===== src/rtl/muldiv_pkg.sv =====
// Shared encodings for the iterative multiply/divide unit.
package muldiv_pkg;

  typedef enum logic [1:0] {
    OP_MULT  = 2'b00,
    OP_MULTU = 2'b01,
    OP_DIV   = 2'b10,
    OP_DIVU  = 2'b11
  } op_e;

  typedef enum logic [1:0] {
    ST_IDLE = 2'b00,
    ST_RUN  = 2'b01,
    ST_FIX  = 2'b10,
    ST_DONE = 2'b11
  } state_e;

  function automatic logic op_is_div(input logic [1:0] op);
    return op[1];
  endfunction

  function automatic logic op_is_signed(input logic [1:0] op);
    return ~op[0];
  endfunction

endpackage


===== src/rtl/muldiv_step.sv =====
// One combinational iteration: shift-add multiply step or restoring divide step.
module muldiv_step #(
  parameter int WIDTH = 32
) (
  input  logic [2*WIDTH-1:0] acc,
  input  logic [WIDTH-1:0]   opnd,
  input  logic               is_div,
  output logic [2*WIDTH-1:0] acc_next,
  output logic               q_bit
);

  logic [WIDTH:0] sum;
  logic [WIDTH:0] rem_sh;
  logic [WIDTH:0] trial;

  always_comb begin
    sum      = {1'b0, acc[2*WIDTH-1:WIDTH]} + {1'b0, opnd};
    rem_sh   = {acc[2*WIDTH-1:WIDTH], acc[WIDTH-1]};
    trial    = rem_sh - {1'b0, opnd};
    q_bit    = 1'b0;
    acc_next = acc;
    if (is_div) begin
      // No borrow means the divisor fits; the quotient bit goes in via q_bit.
      q_bit    = ~trial[WIDTH];
      acc_next = {(q_bit ? trial[WIDTH-1:0] : rem_sh[WIDTH-1:0]), acc[WIDTH-2:0], 1'b0};
    end else if (acc[0]) begin
      acc_next = {sum, acc[WIDTH-1:1]};
    end else begin
      acc_next = {1'b0, acc[2*WIDTH-1:1]};
    end
  end

endmodule


===== src/rtl/muldiv_unit.sv =====
// Iterative signed/unsigned MULT/DIV unit with Hi/Lo results and start/done handshake.
module muldiv_unit
  import muldiv_pkg::*;
#(
  parameter int WIDTH = 32,
  parameter int CNT_W = $clog2(WIDTH)
) (
  input  logic             clk,
  input  logic             reset,
  input  logic             start,
  input  logic [1:0]       op,
  input  logic [WIDTH-1:0] a,
  input  logic [WIDTH-1:0] b,
  output logic             busy,
  output logic             done,
  output logic [WIDTH-1:0] hi,
  output logic [WIDTH-1:0] lo,
  output logic             div_zero
);

  state_e               state_q, state_d;
  logic [1:0]           op_q, op_d;
  logic [2*WIDTH-1:0]   acc_q, acc_d;
  logic [WIDTH-1:0]     opnd_q, opnd_d;
  logic                 neg_q, neg_d;
  logic                 rem_neg_q, rem_neg_d;
  logic [CNT_W-1:0]     cnt_q, cnt_d;
  logic                 busy_q, busy_d;
  logic                 done_q, done_d;
  logic                 dz_q, dz_d;
  logic [WIDTH-1:0]     hi_q, hi_d;
  logic [WIDTH-1:0]     lo_q, lo_d;

  logic                 sgn;
  logic [WIDTH-1:0]     a_mag;
  logic [WIDTH-1:0]     b_mag;
  logic [2*WIDTH-1:0]   prod;
  logic [2*WIDTH-1:0]   step_acc;
  logic                 step_q;

  function automatic logic [WIDTH-1:0] mag(input logic [WIDTH-1:0] v, input logic is_signed);
    logic signed [WIDTH-1:0] sv;
    sv = v;
    return (is_signed && sv < 0) ? -sv : sv;
  endfunction

  function automatic logic [WIDTH-1:0] cond_neg(input logic [WIDTH-1:0] v, input logic n);
    return n ? -v : v;
  endfunction

  function automatic logic [2*WIDTH-1:0] cond_neg2(input logic [2*WIDTH-1:0] v, input logic n);
    return n ? -v : v;
  endfunction

  muldiv_step #(.WIDTH(WIDTH)) u_step (
    .acc      (acc_q),
    .opnd     (opnd_q),
    .is_div   (op_is_div(op_q)),
    .acc_next (step_acc),
    .q_bit    (step_q)
  );

  always_comb begin
    state_d   = state_q;
    op_d      = op_q;
    acc_d     = acc_q;
    opnd_d    = opnd_q;
    neg_d     = neg_q;
    rem_neg_d = rem_neg_q;
    cnt_d     = cnt_q;
    dz_d      = dz_q;
    hi_d      = hi_q;
    lo_d      = lo_q;
    sgn       = op_is_signed(op);
    a_mag     = mag(a, sgn);
    b_mag     = mag(b, sgn);
    prod      = cond_neg2(acc_q, neg_q);

    case (state_q)
      ST_IDLE: begin
        if (start) begin
          op_d      = op;
          neg_d     = sgn & (a[WIDTH-1] ^ b[WIDTH-1]);
          rem_neg_d = sgn & a[WIDTH-1];
          dz_d      = 1'b0;
          cnt_d     = CNT_W'(WIDTH - 1);
          state_d   = ST_RUN;
          if (op_is_div(op)) begin
            acc_d  = {{WIDTH{1'b0}}, a_mag};
            opnd_d = b_mag;
            if (b == '0) begin
              dz_d    = 1'b1;
              state_d = ST_DONE;
            end
          end else begin
            acc_d  = {{WIDTH{1'b0}}, b_mag};
            opnd_d = a_mag;
          end
        end
      end
      ST_RUN: begin
        acc_d = step_acc | {{(2*WIDTH-1){1'b0}}, step_q};
        if (cnt_q == '0) begin
          state_d = ST_FIX;
        end else begin
          cnt_d = cnt_q - CNT_W'(1);
        end
      end
      ST_FIX: begin
        // Quotient follows the operand-sign XOR, remainder follows the dividend.
        if (op_is_div(op_q)) begin
          lo_d = cond_neg(acc_q[WIDTH-1:0], neg_q);
          hi_d = cond_neg(acc_q[2*WIDTH-1:WIDTH], rem_neg_q);
        end else begin
          lo_d = prod[WIDTH-1:0];
          hi_d = prod[2*WIDTH-1:WIDTH];
        end
        state_d = ST_DONE;
      end
      default: begin
        state_d = ST_IDLE;
      end
    endcase

    busy_d = (state_d != ST_IDLE);
    done_d = (state_d == ST_DONE);
  end

  always_ff @(posedge clk) begin
    if (reset) begin
      state_q   <= ST_IDLE;
      op_q      <= 2'b00;
      acc_q     <= '0;
      opnd_q    <= '0;
      neg_q     <= 1'b0;
      rem_neg_q <= 1'b0;
      cnt_q     <= '0;
      busy_q    <= 1'b0;
      done_q    <= 1'b0;
      dz_q      <= 1'b0;
      hi_q      <= '0;
      lo_q      <= '0;
    end else begin
      state_q   <= state_d;
      op_q      <= op_d;
      acc_q     <= acc_d;
      opnd_q    <= opnd_d;
      neg_q     <= neg_d;
      rem_neg_q <= rem_neg_d;
      cnt_q     <= cnt_d;
      busy_q    <= busy_d;
      done_q    <= done_d;
      dz_q      <= dz_d;
      hi_q      <= hi_d;
      lo_q      <= lo_d;
    end
  end

  assign busy     = busy_q;
  assign done     = done_q;
  assign hi       = hi_q;
  assign lo       = lo_q;
  assign div_zero = dz_q;

endmodule


===== config.mk =====
export PLATFORM = sky130hd
export DESIGN_NAME = muldiv_unit
export DESIGN_NICKNAME = d
export VERILOG_FILES = /design/src/rtl/muldiv_pkg.sv /design/src/rtl/muldiv_step.sv /design/src/rtl/muldiv_unit.sv
export SDC_FILE = /design/constraint.sdc
export NUM_CORES = 1
export LEC_CHECK = 0
export CAP_MARGIN = 20
export CORE_MARGIN = 10
export CORE_UTILIZATION = 39
export CTS_CLUSTER_SIZE = 25
export DETAILED_ROUTE_END_ITERATION = 7
export GPL_TIMING_DRIVEN = 0
export HOLD_SLACK_MARGIN = 0.02
export SYNTH_ARGS = -nofsm -noshare
export SYNTH_HDL_FRONTEND = slang
export SYNTH_HIERARCHICAL = 1
export SYNTH_SLANG_ARGS = --single-unit

===== constraint.sdc =====
create_clock -name clk -period 4.4 [get_ports clk]
set_clock_uncertainty 0.2 [all_clocks]
set_input_delay 0.66 -clock clk [delete_from_list [all_inputs] [get_ports clk]]
set_output_delay 0.66 -clock clk [all_outputs]
set_load 0.01 [all_outputs]

Word-level counts from Yosys, hierarchy flattened
Cells that the tools add are included.

word-level totals
  flip-flop bits (word level) = 174
  bits of input ports = 69
  word-level logic and storage cells = 68
  output and inout port bits = 67

cells by class
  multiplexer cells = 25
  eq/ne operators = 5
  reductions and logical operators = 10
  bitwise gates (word level) = 6
  add/sub/neg operators = 8
  order comparisons = 2

operators by type and width
  kind                                                                    number
  32-bit 2-to-1 mux                                                       9
  64-bit 2-to-1 mux                                                       4
  32-bit negator                                                          4
  64-bit case mux with 2 select lines                                     1
  32-bit by 1-bit < comparator with 1-bit output (second input constant)  2
  64-bit negator                                                          1
  64-bit by 1-bit OR with 64-bit output                                   1
  32-bit by 32-bit adder with 33-bit output                               1
  33-bit by 32-bit subtractor with 33-bit output                          1
  32-bit logical NOT                                                      1
  5-bit 2-to-1 mux                                                        2
  5-bit case mux with 2 select lines                                      1
  2-bit 2-to-1 mux                                                        4
  2-bit case mux with 3 select lines                                      1
  5-bit logical NOT                                                       1
  5-bit by 1-bit subtractor with 5-bit output (second input constant)     1
  2-bit equality test (second input constant)                             2
  2-bit != test (second input constant)                                   2
  2-bit AND reduction                                                     2
  2-bit nonzero test                                                      2
  1-bit 2-to-1 mux                                                        3
  3-bit AND reduction                                                     1
  1-bit AND                                                               2
  2-bit by 1-bit equality test with 1-bit output (second input constant)  1
  4 further kinds                                                         6

Logic depth before layout (Yosys ltp)
  depth in word-level cells = 6
  gate-level depth with buffers = 16
  mapped depth without buffers = 14

Modules after synthesis
The synthesis kept the hierarchy.

modules (own cells, without submodules)
  module       seq. area each (um^2)  cells each  area an instance (um^2)  instances
  muldiv_unit  3,463.3                1,171       9,770.6                  1
  muldiv_step  0.0                    712         4,822.1                  1

Least setup slack after synthesis
Ideal clock, no wire load.

  path kind = register to register
  from = reg acc_q[59]
  to = reg acc_q[60]
  stages on the path, launching flop included = 13
  path slack = 0.950 ns
  setup time = 0.128 ns
  buffers on the path = 1
  period minus slack after synthesis = 3.450 ns
  required time = 4.072 ns
  arrival = 3.122 ns
  cell sequence = dfxtp_1 ha_1 a21o_1 a21o_1 a221oi_1 mux2_2 or4_4 buf_6 or3_1 nand4bb_1 a21oi_1 a22oi_1 nor2_1

between the ends
  cells in the longest elaborated chain, start to end = 5
  elaborated cells on any way between the ends = 7
  classes of those cells = add/sub: 2; mux: 4; bitwise: 1

ends and longest elaborated chain
  item                                                                                                         RTL line                              RTL
  start, declared                                                                                              muldiv_unit.sv:23                     logic [2*WIDTH-1:0] acc_q, acc_d;
  start signal, assigned                                                                                       muldiv_unit.sv:133                    acc_q <= '0;
  start signal, assigned                                                                                       muldiv_unit.sv:146                    acc_q <= acc_d;
  33-bit by 32-bit subtractor with 33-bit output or 32-bit by 32-bit adder with 33-bit output (tied branches)  muldiv_step.sv:19, muldiv_step.sv:17
  32-bit 2-to-1 mux or 64-bit 2-to-1 mux (tied branches)                                                       muldiv_step.sv:25, muldiv_step.sv:26
  64-bit 2-to-1 mux (*)                                                                                        muldiv_step.sv:22                     if (is_div) begin
  net step_acc[60]                                                                                             muldiv_unit.sv:38                     logic [2*WIDTH-1:0] step_acc;
  64-bit by 1-bit OR with 64-bit output (*)                                                                    muldiv_unit.sv:102                    acc_d = step_acc | {{(2*WIDTH-1){1'b0}}, step_q};
  64-bit case mux with 2 select lines (*)                                                                      muldiv_unit.sv:79                     case (state_q)

The timed path passes the listed nets; every way through them passes the cells marked *.
A chain may end at the register's enable or synchronous reset.

Worst setup path after layout
  from = reg acc_q[31]
  to = reg acc_q[62]

between the ends
  cells in the longest elaborated chain, start to end = 5

ends and longest elaborated chain
  item                                            RTL line            RTL
  33-bit by 32-bit subtractor with 33-bit output  muldiv_step.sv:19   trial = rem_sh - {1'b0, opnd};
  32-bit 2-to-1 mux                               muldiv_step.sv:25   acc_next = {(q_bit ? trial[WIDTH-1:0] : rem_sh[WIDTH-1:0]), acc[WIDTH-2:0], 1'b0};
  64-bit 2-to-1 mux                               muldiv_step.sv:22
  net step_acc[62]                                muldiv_unit.sv:38
  64-bit by 1-bit OR with 64-bit output           muldiv_unit.sv:102
  64-bit case mux with 2 select lines             muldiv_unit.sv:79

The timed path passes the listed nets, and every way through them passes these cells.

==> run metrics <==
pre-CTS setup slack 0.1422 ns; htree depth 4; synth warn 6; Synth Instances 1883; GR Layer Usage met3 3.168%; CTS tree yes; hold_buf cts 0; Leakage 6.436 nW; Routability Congestion 0.9903; Post-CTS Resized 0; RSZ-0062 raised after global routing false; Max Freq around 240 MHz; top-count cell post-synth nor2_1; number of diodes 0; largest net degree at the start of global routing 17; top post-synthesis cells by count nor2_1, dfxtp_1, nand2_1; setup bufs post-CTS 0; ys flop type dfxtp_1; clock-pin slew on the worst setup and hold paths 0.07 ns; DRT iter0 DRCs approximately 1600; first-pass GRT wire length 87.91 mm; Mapped Area ~15000 sq um; layout cells sized above 1 6.052%; flops & latches, synth about 170; drt first pass iters 8; CP max stage delay 0.52 ns; Synth area leaders dfxtp_1, ha_1, xnor2_1; Synth Area per Inst 7.750 sq um; Overflow after GRT 0; Worst-Margin Slew around 1.0 ns; Synth top area share 23.73%; Total Wirelength between 50 and 60 mm; die area 45550 sq um; Area Growth Syn to Fin 17.15%; PD cells 355.7 nW/um^2; Die X 213.4 um; buffers plus inverters on the worst setup path 3; Vias 15540; total CTS buffers 17; clk buf depth 2; Setup TNS 0 ns; post-synthesis sequential area ratio 23.73%; final setup fails 0; die height 213.4 um; crit-path max FO 10; Worst EP arrival 4.35 ns; DRT antenna net count 0; Hold Vio Cnt, Final 0; Routed wire per std cell 23.19 um; Root Driver clkbuf_16; FF/Latch Area 3465 sq um; grt met1 use 34.16%; Tmin final 4.162 ns; EDFF count, synth 0; initial core utilization 39.67%; initial antenna violation count 0; vias in the first global route 14570; fin worst setup slack around 0.24 ns; internal reg-to-reg setup slack 0.24 ns; core area ~37000 sq um; kind of end point of the critical path flop; gr usage total approximately 25%; Async SR Flop Fraction 0%; global route hottest layer met2; met2 Use GR 39.03%; maxcap violations 0; headroom to the max-slew limit 32.27%; drt drc 0; status finished, final reports clean; Sink Count 173; routed vias/inst 6.173; Fillers 3751; worst skew pair latency ~0.45 ns; Crit path max-delay family compound AO/OA/AOI/OAI gates; Slowest-stage cell, CP dfxtp_1; multi-input logic area 10390 sq um; IO Count ~140; fin. max-slew vios 0; Startpoint Class flop; post-synthesis net count around 2000; row count 70; CP required 4.58 ns; DP Wirelength 47.22 mm; WS Path Type reg2reg; Hold Path Class reg2reg; fin crit share 94.60%; post-synthesis cell type count 90; Synth area leader dfxtp_1; critical path, cell by cell inv_1 -> ha_1 -> fa_1 -> nand2b_1 -> a21o_1 -> a31oi_4 -> o211ai_2 -> and3_4 -> nor4_2 -> buf_4 -> buf_4 -> nor2_1 -> a211oi_1 -> a22oi_1 -> nor2_1; port buffer count 134; Nets roughly 2200; Max rail drop VDD 0.0002320 V
-- layout by cell type (no fill, tap or decap), types with 55 or more instances in the layout --
master	n
xor2_1	67
nor2_1	198
nand2_1	161
ha_1	70
a22oi_1	55
clkbuf_1	86
inv_1	67
xnor2_1	86
a21oi_1	129
clkdlybuf4s50_1	134
dfxtp_1	172
o21ai_0	71
a211oi_1	69
-- logic make-up after synthesis --
logic type | Yosys count | synth area share (%)
compound gates | 605 | 29.14
xor+xnor | 153 | 9.183
fa+ha+maj | 72 | 6.276
buf+inv | 185 | 5.084
flops | 173 | 23.73
mux | 68 | 4.947
simple gates | 627 | 21.64
-- flip-flops by register name, summed over array words and instances, names as in the netlist --
register	cells
acc_q	64
done	1
hi	32
state_q	2
opnd_q	32
neg_q	1
rem_neg_q	1
cnt_q	5
busy	1
op_q	1
div_zero	1
lo	32
-- area by class of cell --
type	count	share of cell area [%]
sequential	173	20.27
inverter	68	1.493
multi-input combinational	1525	60.80
timing repair buffer	134	7.846
clock buffer	18	2.510
buffer	117	2.862
tap	468	3.425
clock inverter	14	0.7978
-- metal layers --
metal / routed length (um) / vias to the layer above
li1: - / 7350
met3: 4573 / 88
met1: 25990 / 7415
met2: 25990 / 684
met5: 0 / -
met4: 1826 / 0
-- worst reg2reg max path, stage by stage, from the launching register on --
cell and delay, ns:
dfxtp_1 0.52, inv_1 0.11, ha_1 0.24, fa_1 0.40
nand2b_1 0.21, a21o_1 0.24, a31oi_4 0.23, o211ai_2 0.21
and3_4 0.21, nor4_2 0.33, buf_4 0.28, buf_4 0.23
nor2_1 0.10, a211oi_1 0.36, a22oi_1 0.12, nor2_1 0.11
-- path summary, 6_finish.rpt --
kind	end	cells after the start	from
worst min register to register	hi[1]$_SDFFE_PP0P_	2	hi[1]$_SDFFE_PP0P_
worst max register to register	acc_q[62]$_SDFFE_PP0P_	15	acc_q[31]$_SDFFE_PP0P_
worst max-delay path	acc_q[62]$_SDFFE_PP0P_	15	acc_q[31]$_SDFFE_PP0P_
worst min-delay path	hi[1]$_SDFFE_PP0P_	2	hi[1]$_SDFFE_PP0P_
-- per-stage QoR --
step / utilization [%] / hold WS (ns) / instance area [sq um] / power [mW] / instances
floorplan: - / 0.2349 / 14590 / 3.676 / 1883
global placement: 44.91 / 0.2467 / 16520 / 4.511 / 2485
detailed placement: 44.91 / 0.2429 / 16520 / 4.538 / 2485
CTS: 46.45 / 0.2523 / 17090 / 6.026 / 2517
global route: 46.47 / 0.2805 / 17100 / 6.399 / 2517
finish: 46.47 / 0.2493 / 17100 / 6.081 / 2517
-- report_power, final --
part,total (mW),internal [mW],switching (mW)
registers,1.94,1.70,0.244
clock network,1.51,0.792,0.715
logic,2.63,1.02,1.61
Note: power is estimated with default switching activity, not from simulation.
==> RTL change 1 (same flow settings) <==
The output `busy` loses its register stage (`busy_q` becomes a continuous assignment).
--- a/src/rtl/muldiv_unit.sv
+++ b/src/rtl/muldiv_unit.sv
@@ -136,5 +136,4 @@
       rem_neg_q <= 1'b0;
       cnt_q     <= '0;
-      busy_q    <= 1'b0;
       done_q    <= 1'b0;
       dz_q      <= 1'b0;
@@ -149,5 +148,4 @@
       rem_neg_q <= rem_neg_d;
       cnt_q     <= cnt_d;
-      busy_q    <= busy_d;
       done_q    <= done_d;
       dz_q      <= dz_d;
@@ -156,4 +154,6 @@
     end
   end
+
+  assign busy_q = busy_d;
 
   assign busy     = busy_q;
Function: changed (a bounded check fails within 4 cycles, from zero or initial values and one cycle with reset high).
==> RTL change 1 against the original RTL <==
Worst hold slack better by 3.0 ps. Sequential cell count down 1. Wire length increased by 10%. Sequential power fell by 4%. Cell area increased by 0.94%. Synthesized area up 0.38%. First-iteration DRC count is 13% higher. Total power is 1.9% lower. Setup slack worse by 140 ps. Combinational power fell by 7%.
==> RTL change 1: results (changes against the original RTL) <==
metric;value;unit;change
vias in the first global route;15394;;+5.6%
placed cell areas;16600;um^2;+0.64%
Crit-path slowest cell;dfxtp_2;;
library cells used by synthesis;89;;-1.1%
worst vdd ir;0.000231;V;-0.37%
CTS Sinks;172;;-0.58%
DR iter-0 viols;1754;;+13%
sequential cell area share;0.200;;-0.00290
port buffer count;133;;-0.75%
r2r worst-path depth;16;;+1
Net Sw Frac;0.421;;-0.00120
Final nets;2234;;+2.6%
CP max stage delay;450;ps;-70 ps
grt met1 use;0.370;;+0.0283
nonclk inv count;71;;+4.4%
Vias/cell;6.21;;+0.55%
buffering overhead;0.107;;about the same
main area contributors after synthesis;dfxtp_1 24%, ha_1 6.0%, nor2_1 5.2%, xnor2_1 4.8%, a21oi_1 4.6%;;
Clock Power;1.64;mW;+9%
multi-input combinational area share;0.606;;-0.00238
1st-pass router iterations;6;;-2
Die ar.;45700;um^2;+0.34%
GRT Total Usage;0.276;;+0.0281
pin count of the biggest net entering global routing;18;;+1
Final clock-cell share;0.0355;;+0.00245
PD cells;346;nW/um^2;-2.8%
seq pwr;1.87;mW;-4%
Detail Route met2 WL;28700;um;+10%
Pleak;6.48;nW;+0.75%
Post-DP HPWL;51500;um;+9.1%
FF-to-FF setup slack;100;ps;-140 ps
Multi-Input Combinational;1574;;+3.2%
Synthesized Nets;2079;;+2.7%
dpl ws;-200;ps;-342 ps
final hold slack;252;ps;+2.99 ps
top cells by count, synth;203 x nor2_1, 175 x nand2_1, 172 x dfxtp_1;;
run status;complete, no violations;;
crit path capture;acc_q[32];;
max_slew headroom;0.203;;-0.120
# fillers;3729;;-0.59%
first-pass GRT wire length;96800;um;+10%
non-clock buffer count;257;;+2.4%
-- RTL change 1: changes by cell type after synthesis, moves of 8 or more --
cell     unedited run  this run
a22o_1             13         5
nand2_1           161       175
xor2_1             67        76
o21ai_0            71        90
nor3_1             33        52
o31ai_1            34        25
a31oi_1            33        48
o41ai_1            22        12
-- RTL change 1: per-stage QoR --
step / power [mW] / cells
after global routing: 6.24 / 2610
final: 5.97 / 2610
after global placement: 4.25 / 2575
after detailed placement: 4.28 / 2577
after floorplan: 3.42 / 1938
after CTS: 5.91 / 2609
-- RTL change 1: cells by family after synthesis --
| logic type | Yosys count | synth area share |
|---|---|---|
| AND/OR/NAND/NOR | 657 | 0.220 |
| adder cells (fa/ha/maj) | 72 | 0.0625 |
| flip-flops | 172 | 0.235 |
| multiplexers | 62 | 0.0453 |
| buffers and inverters | 192 | 0.0519 |
| XOR/XNOR | 157 | 0.0939 |
| AO/OA/AOI/OAI | 626 | 0.291 |
==> RTL change 2 (same settings) <==
Without the edit above. `WIDTH` is set to 32 in 2 places; all go to 16.
--- a/src/rtl/muldiv_step.sv
+++ b/src/rtl/muldiv_step.sv
@@ -1,5 +1,5 @@
 // One combinational iteration: shift-add multiply step or restoring divide step.
 module muldiv_step #(
-  parameter int WIDTH = 32
+  parameter int WIDTH = 16
 ) (
   input  logic [2*WIDTH-1:0] acc,
--- a/src/rtl/muldiv_unit.sv
+++ b/src/rtl/muldiv_unit.sv
@@ -3,5 +3,5 @@
   import muldiv_pkg::*;
 #(
-  parameter int WIDTH = 32,
+  parameter int WIDTH = 16,
   parameter int CNT_W = $clog2(WIDTH)
 ) (
Ports: changed (resized a, b, hi and lo); port bits go from 136 to 72. The function was not compared with the original's and may differ.
==> RTL change 2 against the original RTL <==
Global-route usage down 5.7 points. Sequential cell count decreased by 81. Critical path type unchanged. Largest power group unchanged. Core utilization down 0.079 points. Via count shrank 52%. Setup slack gained 580 ps. Cell area is 49% lower. Synthesized area down 49%. Wire length is 58% lower. Die area down 45%. Sequential share of layout area is 0.89 points higher. Sequential power down 49%. Worst hold slack barely moved. Total power shrank 54%.
==> RTL change 2: results (changes against the original RTL) <==
metric;value;unit;change
top cells by count, synth;92 x dfxtp_1, 90 x nor2_1, 88 x a21oi_1;;
met2 Track Usage GR;0.301;;-0.0898
pin count of the biggest net entering global routing;15;;-2
max reg flops;32;;-50%
arrival time at the worst endpoint;3600;ps;-750 ps
seq pwr;994;uW;-49%
Net Sw Frac;0.379;;-0.0432
placed insts;1259;;-49%
Post-DP HPWL;19200;um;-59%
buffering overhead;0.107;;-0.000166
GRT Total Usage;0.191;;-0.0568
1st-pass router iterations;5;;-3
Final GP Congestion;0.936;;-5.5%
CTS H-tree depth;3;;-1
Synthesized Nets;1030;;-49%
area of the multi-input gates;5220;um^2;-50%
Clock Latency Late Sink;350;ps;-100 ps
clock power share;0.252;;+0.004
placed cell areas;8450;um^2;-49%
nonclk inv count;43;;-37%
total CTS buffers;9;;-8
WHS Endpoint;hi[12];;
Multi-Input Combinational;764;;-50%
share of cells above drive strength 1;0.0558;;-0.00475
non-clock buffer count;126;;-50%
main area contributors after synthesis;dfxtp_1 25%, ha_1 6.2%, a21oi_1 5.9%, xnor2_1 5.5%, nor2_1 4.5%;;
DR iter-0 viols;623;;-60%
r2r worst-path depth;13;;-2
first-pass GRT wire length;38100;um;-57%
met3 Usage GRT;0.0271;;-0.00455
CP max stage delay;410;ps;-110 ps
vias in the first global route;6956;;-52%
Tcrit/Tclk final;0.815;;-0.131
FF-to-FF setup slack;820;ps;+580 ps
area grow syn2layout;17.0;%;
M1 WL;11600;um;-55%
grt met1 use;0.264;;-0.0778
global route overflow;0;;unchanged
sequential cell area share;0.212;;+0.00886
library cells used by synthesis;77;;-14%
CTS Sinks;92;;-47%
port buffer count;71;;-47%
run status;complete, no violations;;
Vias/cell;5.88;;-4.7%
number of clock buffers in the layout;11;;-7
final hold slack;250;ps;+0.428 ps
max_slew headroom;0.406;;+0.0834
fin area;8710;um^2;-49%
Total Wirelength;24300;um;-58%
-- RTL change 2: cell types whose count changed in the layout (fill, tap and decap cells not counted), moves of 32 or more --
| cell | change |
|---|---|
| a22oi_1 | -33 |
| a21oi_1 | -41 |
| xnor2_1 | -39 |
| nor2_1 | -108 |
| ha_1 | -33 |
| clkdlybuf4s50_1 | -63 |
| a211oi_1 | -32 |
| dfxtp_1 | -80 |
| nand2_1 | -85 |
| xor2_1 | -40 |
| clkbuf_1 | -38 |
| a21o_1 | -33 |
-- RTL change 2: cells by family (layout without fill, tap and decap cells) --
group / after synthesis / after routing / share of synthesized area
fa+ha+maj: 39 / 39 / 0.0676
mux: 49 / 49 / 0.0687
flops: 92 / 92 / 0.247
buf+inv: 98 / 184 / 0.0513
xor+xnor: 74 / 74 / 0.0871
simple gates: 302 / 302 / 0.206
compound gates: 300 / 300 / 0.272
